`config.mk`:
```
export PLATFORM = sky130hd
export DESIGN_NAME = raytracer_dda
export DESIGN_NICKNAME = d
export VERILOG_FILES = /design/src/rtl/raytracer_dda.sv
export SDC_FILE = /design/constraint.sdc
export NUM_CORES = 1
export LEC_CHECK = 0
export ABC_AREA = 1
export BUFFER_PORTS_ARGS = -buffer_cell sky130_fd_sc_hd__buf_4
export CAP_MARGIN = 20
export CORE_UTILIZATION = 56
export DETAILED_ROUTE_END_ITERATION = 12
export PLACE_DENSITY = 0.91
export SYNTH_ARGS = -nofsm -noshare
export SYNTH_HDL_FRONTEND = slang
export SYNTH_SLANG_ARGS = --single-unit
```
`constraint.sdc`:
```
create_clock -name clock -period 2.35 [get_ports clock]
set_input_delay 0.47 -clock clock [delete_from_list [all_inputs] [get_ports clock]]
set_output_delay 0.47 -clock clock [all_outputs]
set_load 0.03 [all_outputs]
```
`src/rtl/raytracer_dda.sv`:
```
// -----------------------------------------------------------------------------
// raytracer_dda
//
// Grid raytracer sitting between the column renderer and the grid memory.
// Starting from a fixed-point position, it repeatedly adds a signed per-step
// direction vector. It looks up the map tile under each visited position and
// stops on the first non-empty tile (HIT), on leaving the map (MISS), or when
// the step budget is exhausted (TIMEOUT).
//
// Registered-read grid memories are supported: GRID_LAT cycles are spent in
// WAIT after every address change before grid_out is trusted.
//
// Ports
//   clock       system clock
//   reset       asynchronous, active-low reset
//   start       begin a trace (sampled only while idle)
//   x, y        unsigned fixed-point start position
//   dir_x/y     signed two's-complement increment per step
//   busy        high from LOAD through DONE inclusive
//   done        one-cycle pulse; results are valid from this cycle on
//   status      00 HIT, 01 MISS (left map), 10 TIMEOUT
//   result_x/y  current / final cell coordinates
//   hit_tile    tile code on HIT, otherwise 0
//   step_count  number of steps taken
//   grid_x/y    grid memory address (cell under the current position)
//   grid_out    grid memory read data (0 = empty)
// -----------------------------------------------------------------------------
module raytracer_dda #(
    parameter int X_W        = 14,
    parameter int Y_W        = 13,
    parameter int CELL_SHIFT = 8,
    parameter int DIR_W      = 10,
    parameter int MAP_COLS   = 64,
    parameter int MAP_ROWS   = 32,
    parameter int TILE_W     = 3,
    parameter int GRID_LAT   = 0,
    parameter int STEP_W     = 8
) (
    input  logic                      clock,
    input  logic                      reset,
    input  logic                      start,
    input  logic [X_W-1:0]            x,
    input  logic [Y_W-1:0]            y,
    input  logic [DIR_W-1:0]          dir_x,
    input  logic [DIR_W-1:0]          dir_y,
    output logic                      busy,
    output logic                      done,
    output logic [1:0]                status,
    output logic [X_W-CELL_SHIFT-1:0] result_x,
    output logic [Y_W-CELL_SHIFT-1:0] result_y,
    output logic [TILE_W-1:0]         hit_tile,
    output logic [STEP_W-1:0]         step_count,
    output logic [X_W-CELL_SHIFT-1:0] grid_x,
    output logic [Y_W-CELL_SHIFT-1:0] grid_y,
    input  logic [TILE_W-1:0]         grid_out
);

    localparam int CX_W = X_W - CELL_SHIFT;
    localparam int CY_W = Y_W - CELL_SHIFT;

    // Map limits held one bit wider than a cell index so that a limit equal
    // to 2^CX_W (a map filling the whole address space) is representable.
    localparam logic [CX_W:0] COLS_LIM = (CX_W + 1)'(MAP_COLS);
    localparam logic [CY_W:0] ROWS_LIM = (CY_W + 1)'(MAP_ROWS);

    localparam logic [STEP_W-1:0] MAX_STEPS = '1;
    localparam logic [1:0]        LAT_INIT  = 2'(GRID_LAT);
    localparam bit                HAS_LAT   = (GRID_LAT > 0);

    localparam logic [2:0] S_IDLE  = 3'd0;
    localparam logic [2:0] S_LOAD  = 3'd1;
    localparam logic [2:0] S_WAIT  = 3'd2;
    localparam logic [2:0] S_CHECK = 3'd3;
    localparam logic [2:0] S_STEP  = 3'd4;
    localparam logic [2:0] S_DONE  = 3'd5;

    localparam logic [1:0] ST_HIT     = 2'b00;
    localparam logic [1:0] ST_MISS    = 2'b01;
    localparam logic [1:0] ST_TIMEOUT = 2'b10;

    logic [2:0]        state;
    logic [X_W-1:0]    pos_x;
    logic [Y_W-1:0]    pos_y;
    logic [DIR_W-1:0]  dir_xr;
    logic [DIR_W-1:0]  dir_yr;
    logic [STEP_W-1:0] steps;
    logic [1:0]        wait_cnt;
    logic [1:0]        status_r;
    logic [TILE_W-1:0] hit_tile_r;

    logic [X_W:0]      next_x;
    logic [Y_W:0]      next_y;
    logic              start_off_map;
    logic              next_off_map;

    // The address and the reported cell both come straight from the
    // position registers, so the result always names the cell last visited.
    assign grid_x     = pos_x[X_W-1:CELL_SHIFT];
    assign grid_y     = pos_y[Y_W-1:CELL_SHIFT];
    assign result_x   = grid_x;
    assign result_y   = grid_y;
    assign busy       = (state != S_IDLE);
    assign done       = (state == S_DONE);
    assign status     = status_r;
    assign hit_tile   = hit_tile_r;
    assign step_count = steps;

    // Candidate next position, one bit wider than the position. Because
    // |dir| never exceeds 2^(DIR_W-1) <= 2^X_W, both an underflow below
    // zero and an overflow past 2^X_W land with the top bit set, so that bit
    // alone flags "left the addressable range".
    assign next_x = {1'b0, pos_x} + {{(X_W + 1 - DIR_W){dir_xr[DIR_W-1]}}, dir_xr};
    assign next_y = {1'b0, pos_y} + {{(Y_W + 1 - DIR_W){dir_yr[DIR_W-1]}}, dir_yr};

    // Start position rejected before any memory lookup if its cell lies
    // outside the valid map area.
    assign start_off_map = ({1'b0, x[X_W-1:CELL_SHIFT]} >= COLS_LIM) ||
                           ({1'b0, y[Y_W-1:CELL_SHIFT]} >= ROWS_LIM);

    assign next_off_map  = next_x[X_W] || next_y[Y_W] ||
                           ({1'b0, next_x[X_W-1:CELL_SHIFT]} >= COLS_LIM) ||
                           ({1'b0, next_y[Y_W-1:CELL_SHIFT]} >= ROWS_LIM);

    // Trace controller. LOAD captures the inputs so they may change freely
    // afterwards. Each visited cell costs one CHECK, preceded by GRID_LAT
    // WAIT cycles so that a registered grid memory has caught up with the
    // new address. Results are cleared only in LOAD, so they hold after DONE.
    always_ff @(posedge clock or negedge reset) begin
        if (!reset) begin
            state      <= S_IDLE;
            pos_x      <= '0;
            pos_y      <= '0;
            dir_xr     <= '0;
            dir_yr     <= '0;
            steps      <= '0;
            wait_cnt   <= '0;
            status_r   <= ST_HIT;
            hit_tile_r <= '0;
        end else begin
            case (state)
                S_IDLE: begin
                    if (start) begin
                        state <= S_LOAD;
                    end
                end

                S_LOAD: begin
                    pos_x      <= x;
                    pos_y      <= y;
                    dir_xr     <= dir_x;
                    dir_yr     <= dir_y;
                    steps      <= '0;
                    wait_cnt   <= LAT_INIT;
                    status_r   <= ST_HIT;
                    hit_tile_r <= '0;
                    if (start_off_map) begin
                        status_r <= ST_MISS;
                        state    <= S_DONE;
                    end else if (HAS_LAT) begin
                        state <= S_WAIT;
                    end else begin
                        state <= S_CHECK;
                    end
                end

                // The counter is tested before it is decremented, so exactly
                // GRID_LAT cycles are spent here.
                S_WAIT: begin
                    wait_cnt <= wait_cnt - 2'd1;
                    if (wait_cnt == 2'd1) begin
                        state <= S_CHECK;
                    end
                end

                // A solid tile wins over an exhausted budget.
                S_CHECK: begin
                    if (grid_out != '0) begin
                        status_r   <= ST_HIT;
                        hit_tile_r <= grid_out;
                        state      <= S_DONE;
                    end else if (steps == MAX_STEPS) begin
                        status_r <= ST_TIMEOUT;
                        state    <= S_DONE;
                    end else begin
                        state <= S_STEP;
                    end
                end

                // A step that would leave the map is not taken: position and
                // step count stay on the last valid cell.
                S_STEP: begin
                    if (next_off_map) begin
                        status_r <= ST_MISS;
                        state    <= S_DONE;
                    end else begin
                        pos_x    <= next_x[X_W-1:0];
                        pos_y    <= next_y[Y_W-1:0];
                        steps    <= steps + 1'b1;
                        wait_cnt <= LAT_INIT;
                        state    <= HAS_LAT ? S_WAIT : S_CHECK;
                    end
                end

                S_DONE: begin
                    state <= S_IDLE;
                end

                default: begin
                    state <= S_IDLE;
                end
            endcase
        end
    end

endmodule
```
==> results.ini <==
[global_routing]
globalRouteMet2Util_pct = 51.6
grt_pass1_wl_um = 19500
grt_busiest_layer = met2
track_usage_pct = 28.4
grt_max_degree = 66
grt_pass1_vias = 4622
antenna_found_initial = 0
use_met1_pct = 33.4
grt_util_met3_pct = 4.35
grt_overflow = 0

[yosys]
ys.flop_type = dfrtp_1
synth_edf_count = 0
synthArstFlopShare_pct = 100
ys_warn_count = 0
syn_area_sq_mm = 0.00459
avgSynthCellArea_sq_um = 6.96
seq_area_frac_synth_pct = 35.5
synth.area.top_cells = dfrtp_1 35%, nand2_1 23%, nand3_1 8.0%
syn_nets = 743
synth.largest_area_cell = dfrtp_1
yosysUniqueCellTypes = 33
synthCells = 659
ys_ff_latch = 65
synth_top_area_share_pct = 35.5

[setup_path]
cp_max_fo = 10
startpoint_type = register
worst_setup_path_end_kind = register
critPathKind = register to register
worstPathRequired_ns = 2.59
cp.arrival_ns = 2.67

[die]
io_pins = 90
floorplan.rows = 32
die_h_um = 92.5
core_area_sq_mm = 0.00781
initial_core_util_pct = 58.7
die-area_sq_mm = 0.00855
die_x_um = 92.5

[worst_hold_path]
min_path_type = input pin to asynchronous set/reset pin

[timing]
clock.fmax_ghz = 0.411
slew_viol_final = 0
slew_headroom_pct = 44.6
setup_viol = 27
max_slew.worst_pin.slew_ns = 0.831
hold_violations = 0
final.setup_skew_ns = 0.0197
fin_ws_ns = -0.0832
rsz0062_at_grt = yes
fin_crit_sh_pct = 104
tns_ns = -0.831
min_period_ns = 2.43

[clock_tree]
clk_latency_ns = 0.36
hold_buffers = 0
htreeDepth = 3
numCtsBuffers = 9
cts_buffer_depth = 2
cts_tree = done
clock_sinks = 65
root_buffer = clkbuf_8
clkTransAtPathRegs_ns = 0.09

[layout]
layout.nets = 820
drive_gt1_share_pct = 21.9
seqCellArea_sq_mm = 0.00163
fillCellCount = 553
layout.cells.non_filler = 843
most-common-layout-cells = 271 x nand2_1, 98 x buf_4, 71 x nand3_1, 63 x dfrtp_1, 40 x inv_1
n_antenna_cell = 0
final_common_cell = nand2_1
syn_to_final_growth_pct = 26.9
multi_input_comb_area_sq_mm = 0.00278

[route]
drtIter0Drc = 460
drc_errors = 0
drt_first_pass_iters = 5
routedWlPerCell_um = 16.2
drt_wl_total_um = 13700
drt-vias-per-instance = 5.76
via_count = 4858
antenna_left = 0

[placement]
place_inst = 814
pre_cts_ws_ns = 0.0260
port_buffers = 89
place_congestion = 0.939
hpwlAfterDp_um = 7960

[job]
cap_violations = 0

[run_status]
violations = negative setup slack
outcome = finished with violations

[power_and_ir_drop]
power_density_mw_per_mm2 = 1610
ir_worst_vdd_mv = 0.699
p_leak_nw = 3.19

[cell families (layout without fill, tap and decap cells)]
group,Yosys count,after routing,synth area share (%)
AO/OA/AOI/OAI,50,50,5.98
XOR/XNOR,14,14,2.67
AND/OR/NAND/NOR,413,415,37.6
adder cells (fa/ha/maj),31,31,8.79
flip-flops,65,65,35.5
buffers and inverters,86,166,9.47
[final timing paths]
path | to | slack [ns] | start | cells after the start
min in group clock | dir_xr[6]$_DFFE_PN0P_ | 0.32 | dir_x[6] | 3
hold reg to reg | dir_yr[4]$_DFFE_PN0P_ | 0.48 | dir_yr[4]$_DFFE_PN0P_ | 2
hold / removal | pos_x[4]$_DFFE_PN0P_ | 0.22 | reset | 1
setup / recovery | pos_x[1]$_DFFE_PN0P_ | -0.08 | dir_xr[9]$_DFFE_PN0P_ | 13
max in group asynchronous | dir_yr[9]$_DFFE_PN0P_ | 1.54 | reset | 1
setup reg to reg | pos_x[1]$_DFFE_PN0P_ | -0.08 | dir_xr[9]$_DFFE_PN0P_ | 13
[registers in the layout (all words and copies together), names as in the netlist]
| name | count |
|---|---|
| dir_xr | 10 |
| dir_yr | 10 |
| hit_tile | 3 |
| pos_x | 14 |
| pos_y | 13 |
| state | 3 |
| status | 2 |
| step_count | 8 |
| wait_cnt | 2 |
[synth_stat cells (3+ instances only)]
cell      number
a21oi_1       23
and2_1         4
xor2_1        11
o21ai_0       18
inv_1         41
buf_6          3
dfrtp_1       65
nand4_1        7
ha_1          29
nand3b_1       3
nor3_1         6
buf_2          5
o21bai_1       3
clkbuf_1      11
nand2_1      279
or2_2          4
nor2_1        31
buf_4         22
nand3_1       73
xnor2_1        3
[metal layers]
metal	share of wire [%]	up-vias
li1	-	2246
met1	37	2232
met2	50	317
met3	9.5	63
met4	3.7	0
met5	0	-
[power by group]
part	internal [W]	total, W	switching (W)
clock network	0.000578	0.00104	0.000464
registers	0.00161	0.00211	0.000499
logic	0.00237	0.00622	0.00385
total	0.00456	0.00937	0.00481
[worst max-delay path, stage by stage (launching register included)]
cell and delay [ns]:
dfrtp_2 0.51, buf_6 0.16, ha_4 0.29, inv_2 0.06
nor3_4 0.14, and2_4 0.17, nand2_2 0.05, nand2_1 0.07
nand2_1 0.07, nand2_2 0.16, nand3_4 0.20, clkbuf_16 0.26
nand3_1 0.09, nand2_1 0.08
[through the flow]
stage / total power (W) / instance area, sq um / utilization (%) / hold WS [ns]
floorplan: 0.00616 / 4590 / - / 0.174
global placement: 0.00699 / 5160 / 66.1 / 0.460
detailed placement: 0.00722 / 5160 / 66.1 / 0.469
CTS: 0.00827 / 5370 / 68.8 / 0.256
global route: 0.0101 / 5820 / 74.5 / 0.288
finish: 0.00937 / 5820 / 74.5 / 0.220
[area by class of cell]
type	instances	area share, %
clock buffers	14	2.97
clock inverters	2	0.602
inverters	43	2.77
multi-input cells	510	47.8
flip-flops and latches	65	28.0
well taps	102	2.19
repair buffers	107	15.6
[timing repair]
| action | 4_1_cts | 5_1_grt |
|---|---|---|
| resized for setup | 0 | 45 |
| setup buffers | 0 | 6 |
| setup endpoints to repair | 0 | 41 |
Power figures use the tool's default switching activity.
